$ cat src/rtl/cpu_pkg.sv
// Shared CPU definitions: ALU opcodes (also used by the decoder),
// ALU sequencer FSM states and width-derived constants.
package cpu_pkg;

  // Native datapath width of the CPU.
  localparam int CPU_WIDTH  = 8;
  // Full multiply product width.
  localparam int PROD_WIDTH = 2 * CPU_WIDTH;
  // Iteration counter must be able to hold the value CPU_WIDTH itself.
  localparam int CNT_WIDTH  = $clog2(CPU_WIDTH) + 1;

  // ALU opcodes.
  localparam logic [2:0] OP_ADD = 3'b000;
  localparam logic [2:0] OP_SUB = 3'b001;
  localparam logic [2:0] OP_AND = 3'b010;
  localparam logic [2:0] OP_OR  = 3'b011;
  localparam logic [2:0] OP_XOR = 3'b100;
  localparam logic [2:0] OP_SHL = 3'b101;
  localparam logic [2:0] OP_SHR = 3'b110;
  localparam logic [2:0] OP_MUL = 3'b111;

  // ALU sequencer states.
  typedef enum logic [1:0] {
    IDLE = 2'b00,
    EXEC = 2'b01,
    MUL  = 2'b10,
    DONE = 2'b11
  } alu_state_t;

endpackage

$ cat src/rtl/alu_mul_seq.sv
// Shift-add multiplier datapath. The iteration counter lives in the
// caller; this block only loads operands and performs one step per
// asserted i_step.
module alu_mul_seq
  import cpu_pkg::*;
#(
  parameter int WIDTH = CPU_WIDTH
) (
  input  logic               clk,
  input  logic               reset,
  input  logic               i_load,
  input  logic               i_step,
  input  logic [WIDTH-1:0]   i_a,
  input  logic [WIDTH-1:0]   i_b,
  output logic [2*WIDTH-1:0] o_product
);

  logic [2*WIDTH-1:0] r_acc;
  logic [2*WIDTH-1:0] r_mcand;
  logic [WIDTH-1:0]   r_mplier;

  // Load clears the accumulator; each step conditionally adds the shifted
  // multiplicand, then advances multiplicand left and multiplier right.
  always_ff @(posedge clk) begin
    if (reset) begin
      r_acc    <= '0;
      r_mcand  <= '0;
      r_mplier <= '0;
    end else if (i_load) begin
      r_acc    <= '0;
      r_mcand  <= {{WIDTH{1'b0}}, i_a};
      r_mplier <= i_b;
    end else if (i_step) begin
      if (r_mplier[0]) begin
        r_acc <= r_acc + r_mcand;
      end
      r_mcand  <= {r_mcand[2*WIDTH-2:0], 1'b0};
      r_mplier <= {1'b0, r_mplier[WIDTH-1:1]};
    end
  end

  assign o_product = r_acc;

endmodule

$ cat src/rtl/alu_sequencer.sv
// Registered ALU stage: accepts an op on start/ready, computes either a
// single-cycle logic/arithmetic result or an iterative multiply, and
// presents alu_out/carry/zero with a one-cycle save strobe.
module alu_sequencer
  import cpu_pkg::*;
#(
  parameter int WIDTH = CPU_WIDTH
) (
  input  logic             clk,
  input  logic             reset,
  input  logic             start,
  input  logic [2:0]       opcode,
  input  logic [WIDTH-1:0] operand_a,
  input  logic [WIDTH-1:0] operand_b,
  output logic             ready,
  output logic [WIDTH-1:0] alu_out,
  output logic             save,
  output logic             carry,
  output logic             zero
);

  localparam int             CW       = $clog2(WIDTH) + 1;
  localparam logic [CW-1:0]  CNT_ONE  = CW'(1);
  localparam logic [CW-1:0]  MUL_LAST = CW'(WIDTH);

  alu_state_t       r_state;
  logic [2:0]       r_opcode;
  logic [WIDTH-1:0] r_a;
  logic [WIDTH-1:0] r_b;
  logic [CW-1:0]    r_cnt;
  logic [WIDTH-1:0] r_stage_res;
  logic             r_stage_c;
  logic [WIDTH-1:0] r_alu_out;
  logic             r_carry;
  logic             r_zero;

  logic             w_accept;
  logic             w_mul_step;
  logic [WIDTH:0]   w_sum;
  logic [WIDTH:0]   w_diff;
  logic [WIDTH-1:0] w_alu_res;
  logic             w_alu_c;
  logic [2*WIDTH-1:0] w_product;

  assign w_accept   = (r_state == IDLE) && start;
  assign w_mul_step = (r_state == MUL) && (r_cnt != MUL_LAST);
  assign w_sum      = {1'b0, r_a} + {1'b0, r_b};
  assign w_diff     = {1'b0, r_a} - {1'b0, r_b};

  // Single-cycle ALU operations on the latched operands.
  always_comb begin
    w_alu_res = '0;
    w_alu_c   = 1'b0;
    case (r_opcode)
      OP_ADD: {w_alu_c, w_alu_res} = w_sum;
      OP_SUB: begin
        w_alu_res = w_diff[WIDTH-1:0];
        w_alu_c   = w_diff[WIDTH];   // borrow out of the top bit
      end
      OP_AND: w_alu_res = r_a & r_b;
      OP_OR:  w_alu_res = r_a | r_b;
      OP_XOR: w_alu_res = r_a ^ r_b;
      OP_SHL: begin
        w_alu_res = {r_a[WIDTH-2:0], 1'b0};
        w_alu_c   = r_a[WIDTH-1];
      end
      OP_SHR: begin
        w_alu_res = {1'b0, r_a[WIDTH-1:1]};
        w_alu_c   = r_a[0];
      end
      default: begin
        w_alu_res = '0;
        w_alu_c   = 1'b0;
      end
    endcase
  end

  alu_mul_seq #(
    .WIDTH(WIDTH)
  ) u_mul (
    .clk       (clk),
    .reset     (reset),
    .i_load    (w_accept),
    .i_step    (w_mul_step),
    .i_a       (operand_a),
    .i_b       (operand_b),
    .o_product (w_product)
  );

  // Sequencer FSM: latch on accept, stage the ALU result (or iterate the
  // multiplier), commit outputs on the edge entering DONE.
  always_ff @(posedge clk) begin
    if (reset) begin
      r_state     <= IDLE;
      r_opcode    <= '0;
      r_a         <= '0;
      r_b         <= '0;
      r_cnt       <= '0;
      r_stage_res <= '0;
      r_stage_c   <= 1'b0;
      r_alu_out   <= '0;
      r_carry     <= 1'b0;
      r_zero      <= 1'b1;
    end else begin
      case (r_state)
        IDLE: begin
          if (start) begin
            r_opcode <= opcode;
            r_a      <= operand_a;
            r_b      <= operand_b;
            r_cnt    <= '0;
            r_state  <= (opcode == OP_MUL) ? MUL : EXEC;
          end
        end
        EXEC: begin
          // First cycle registers the combinational result, second commits
          // it, so the output path never sees the raw ALU logic.
          if (r_cnt == '0) begin
            r_stage_res <= w_alu_res;
            r_stage_c   <= w_alu_c;
            r_cnt       <= CNT_ONE;
          end else begin
            r_alu_out <= r_stage_res;
            r_carry   <= r_stage_c;
            r_zero    <= (r_stage_res == '0);
            r_state   <= DONE;
          end
        end
        MUL: begin
          if (r_cnt == MUL_LAST) begin
            r_alu_out <= w_product[WIDTH-1:0];
            r_carry   <= |w_product[2*WIDTH-1:WIDTH];
            r_zero    <= (w_product[WIDTH-1:0] == '0);
            r_state   <= DONE;
          end else begin
            r_cnt <= r_cnt + CNT_ONE;
          end
        end
        DONE:    r_state <= IDLE;
        default: r_state <= IDLE;
      endcase
    end
  end

  assign ready   = (r_state == IDLE);
  assign save    = (r_state == DONE);
  assign alu_out = r_alu_out;
  assign carry   = r_carry;
  assign zero    = r_zero;

endmodule
$ cat config.mk
export PLATFORM = sky130hd
export DESIGN_NAME = alu_sequencer
export DESIGN_NICKNAME = d
export VERILOG_FILES = /design/src/rtl/cpu_pkg.sv /design/src/rtl/alu_mul_seq.sv /design/src/rtl/alu_sequencer.sv
export SDC_FILE = /design/constraint.sdc
export NUM_CORES = 1
export LEC_CHECK = 0
export ABC_AREA = 1
export ABC_CLOCK_PERIOD_IN_PS = 2600
export CORE_MARGIN = 2
export CORE_UTILIZATION = 59
export DETAILED_ROUTE_END_ITERATION = 8
export MAX_ROUTING_LAYER = met4
export PLACE_DENSITY = 0.79
export SLEW_MARGIN = 20
export SYNTH_ARGS = -nofsm -noshare
export SYNTH_HDL_FRONTEND = slang
export SYNTH_SLANG_ARGS = --single-unit
$ cat constraint.sdc
create_clock -name clk -period 2.6 [get_ports clk]
set_input_delay 0.52 -clock clk [delete_from_list [all_inputs] [get_ports clk]]
set_output_delay 0.52 -clock clk [all_outputs]
set_load 0.02 [all_outputs]
==> metrics <==
Slew headroom=58.3%; Nets=871; Yosys reg bits=84; Post-DP Area=5730 um2; r2r setup slk=300 ps; Post-route DRC=0; largest net degree at the start of global routing=41; ANT cells=0; Syn. warnings=0; Synth Instances=773; Slowest-stage cell, CP=nor2_1; Sink Count=84; Via-to-Cell Ratio=5.74; Synth Flop Type=dfxtp_1; HPWL Detailed=10800 um; R2R cell count=9; # setup viols final=0; Worst Setup Start Kind=register; mapped cell area=5340 um2; CP max FO=18; Core Rows=34; number of routed nets with antenna violations=0; most frequent cells in the layout=166 x nand2_1, 101 x inv_1, 84 x dfxtp_1, 65 x nand3_1, 61 x nor2_1; pwr dens=931 nW/um2; DR vias=5243; DIE WIDTH=99.1 um; met2 wire length=6560 um; first-pass GRT wire length=23700 um; most common library cell in the layout ignoring fill and taps=nand2_1; origin of the critical flop-to-flop path=r_cnt[0]$_SDFFE_PP0P_; Worst Hold Class=reg -> reg; cell mode on critical path=nor2_1; Fin. Hold Viols=0; register area share after synthesis=31.5%; worst skew pair latency=350 ps; core box area=8760 um2; Clock transition at path regs=90 ps; Tcrit/Tclk final=88.5%; Setup Buffers After CTS=0; async set-reset flop share out of synthesis=0%; final WL=13900 um; top-area cell type share of the netlist area=31.5%; maximum level of the CTS H-tree=3; Post-synth EDFFs=0; CP max stage delay=390 ps; DRT Pass-1 Iters=6; GRT overflow=0; Post-CTS Hold Fix Bufs=0; post-synthesis area per instance=6.91 um2; worst-margin pin slew=625 ps; CTS tree=done; max layer used=met4; Core Util, Final=68.0%; status=finished clean; Met1 Wirelength=6050 um; Final min period=2300 ps; critical path arrival=2570 ps; CP Cell Sequence=inv_1 > ha_1 > nand3_2 > nand2_1 > inv_2 > nor2_1 > buf_4 > nor2_1 > a211oi_1; port bufs=33; post-synth net total=844; hold path startpoint=u_mul.r_mplier[4]$_SDFFE_PP0P_; Worst setup EP type=register; share of cells above drive strength 1=4.97%; Starting Density=60.9%; VDD IR max=846 uV; final instance area=5960 um2; max_cap viols=0; unique cell type count in the Yosys netlist=39; CP startpoint=r_cnt[0]$_SDFFE_PP0P_; Layout Area Growth over Synthesis=11.6%; total CTS buffers=9; initial antenna violation count=0; clk_skew=8.44 ps; DRT iter0 DRCs=421; gp weighted congestion=0.942; die area=9830 um2; worst-case clock buffer depth=2; hold depth=2; Leakage Power=2.67 nW; Area contributors post-synth=dfxtp_1 31%, nand2_1 12%, ha_1 11%; Fin Setup TNS=0 ps; vias in the first global route=5010; Die H=99.1 um; RSZ-0062 raised after global routing=no; Crit path required time=2860 ps; type of the worst setup path=reg -> reg; Post-CTS Resized=0; root buf cell=clkbuf_8; total track usage=30.5%; pins over their slew limit=0; Hold Worst Slack=469 ps; Ports=34; Max Clk Rate=0.434 GHz; WL per Instance=15.2 um; post-synth top area cell=dfxtp_1; met3 WL=932 um
==> metrics by stage <==
stage	power (W)	setup WS (ps)	instances
floorplan	0.00373	751	773
global placement	0.00435	487	897
detailed placement	0.00446	376	897
CTS	0.00552	346	913
global route	0.00599	103	913
finish	0.00555	298	913
==> metal layers <==
| metal | GRT usage, % | vias to the layer above |
|---|---|---|
| li1 | - | 2626 |
| met3 | 4.29 | 30 |
| met1 | 39.7 | 2378 |
| met4 | 10.0 | 0 |
| met5 | - | - |
| met2 | 49.3 | 209 |
==> final cells by class <==
type | instances | area (um2)
clock buffer | 9 | 124
clock inverter | 7 | 105
fill | 767 | 2810
inverter | 108 | 405
multi-input combinational | 555 | 3110
sequential | 84 | 1680
tap | 108 | 135
timing repair buffer | 42 | 398
==> Yosys cell counts, types with 8 or more instances <==
cell / count
nand2_1: 166
inv_1: 101
dfxtp_1: 84
nand3_1: 65
nor2_1: 61
a21oi_1: 57
o21ai_0: 55
ha_1: 46
o22ai_1: 23
a31oi_1: 13
clkbuf_1: 11
a211oi_1: 10
buf_2: 10
nand4_1: 8
==> worst max-delay path, delay by kind of cell (launching register included) <==
kind	cells	cell delay (ps)
compound gates	1	180
simple gates	4	880
flops	1	350
buf+inv	3	600
fa+ha+maj	1	200
==> path summary, 6_finish.rpt <==
kind | end
worst max-delay path | u_mul.r_mplier[6]$_SDFFE_PP0P_
worst min-delay path | u_mul.r_mplier[4]$_SDFFE_PP0P_
worst max register to register | u_mul.r_mplier[6]$_SDFFE_PP0P_
worst min register to register | u_mul.r_mplier[4]$_SDFFE_PP0P_
==> state kept, by name, indices dropped and copies added, names as in the netlist <==
signal,cells
r_a,8
zero,1
carry,1
u_mul.o_product,16
r_cnt,4
r_opcode,3
u_mul.r_mplier,8
r_stage_res,8
alu_out,8
r_stage_c,1
r_state,2
u_mul.r_mcand,16
r_b,8
==> report_power, final <==
part,total (W),internal (W),switching (W)
clock,0.00106,0.000558,0.000502
combinational,0.00268,0.000943,0.00173
sequential,0.00181,0.00159,0.000226
total,0.00555,0.00309,0.00246
==> logic make-up after synthesis <==
group / Yosys count / synth area share [%]
and+or+nand+nor: 319 / 25.7
xor gates and xnor gates: 10 / 1.64
buffers and inverters: 134 / 10.3
DFF: 84 / 31.5
AOI/OAI and AO/OA: 177 / 18.9
adders and majority gates: 49 / 11.9
(Power assumes the default switching activity.)
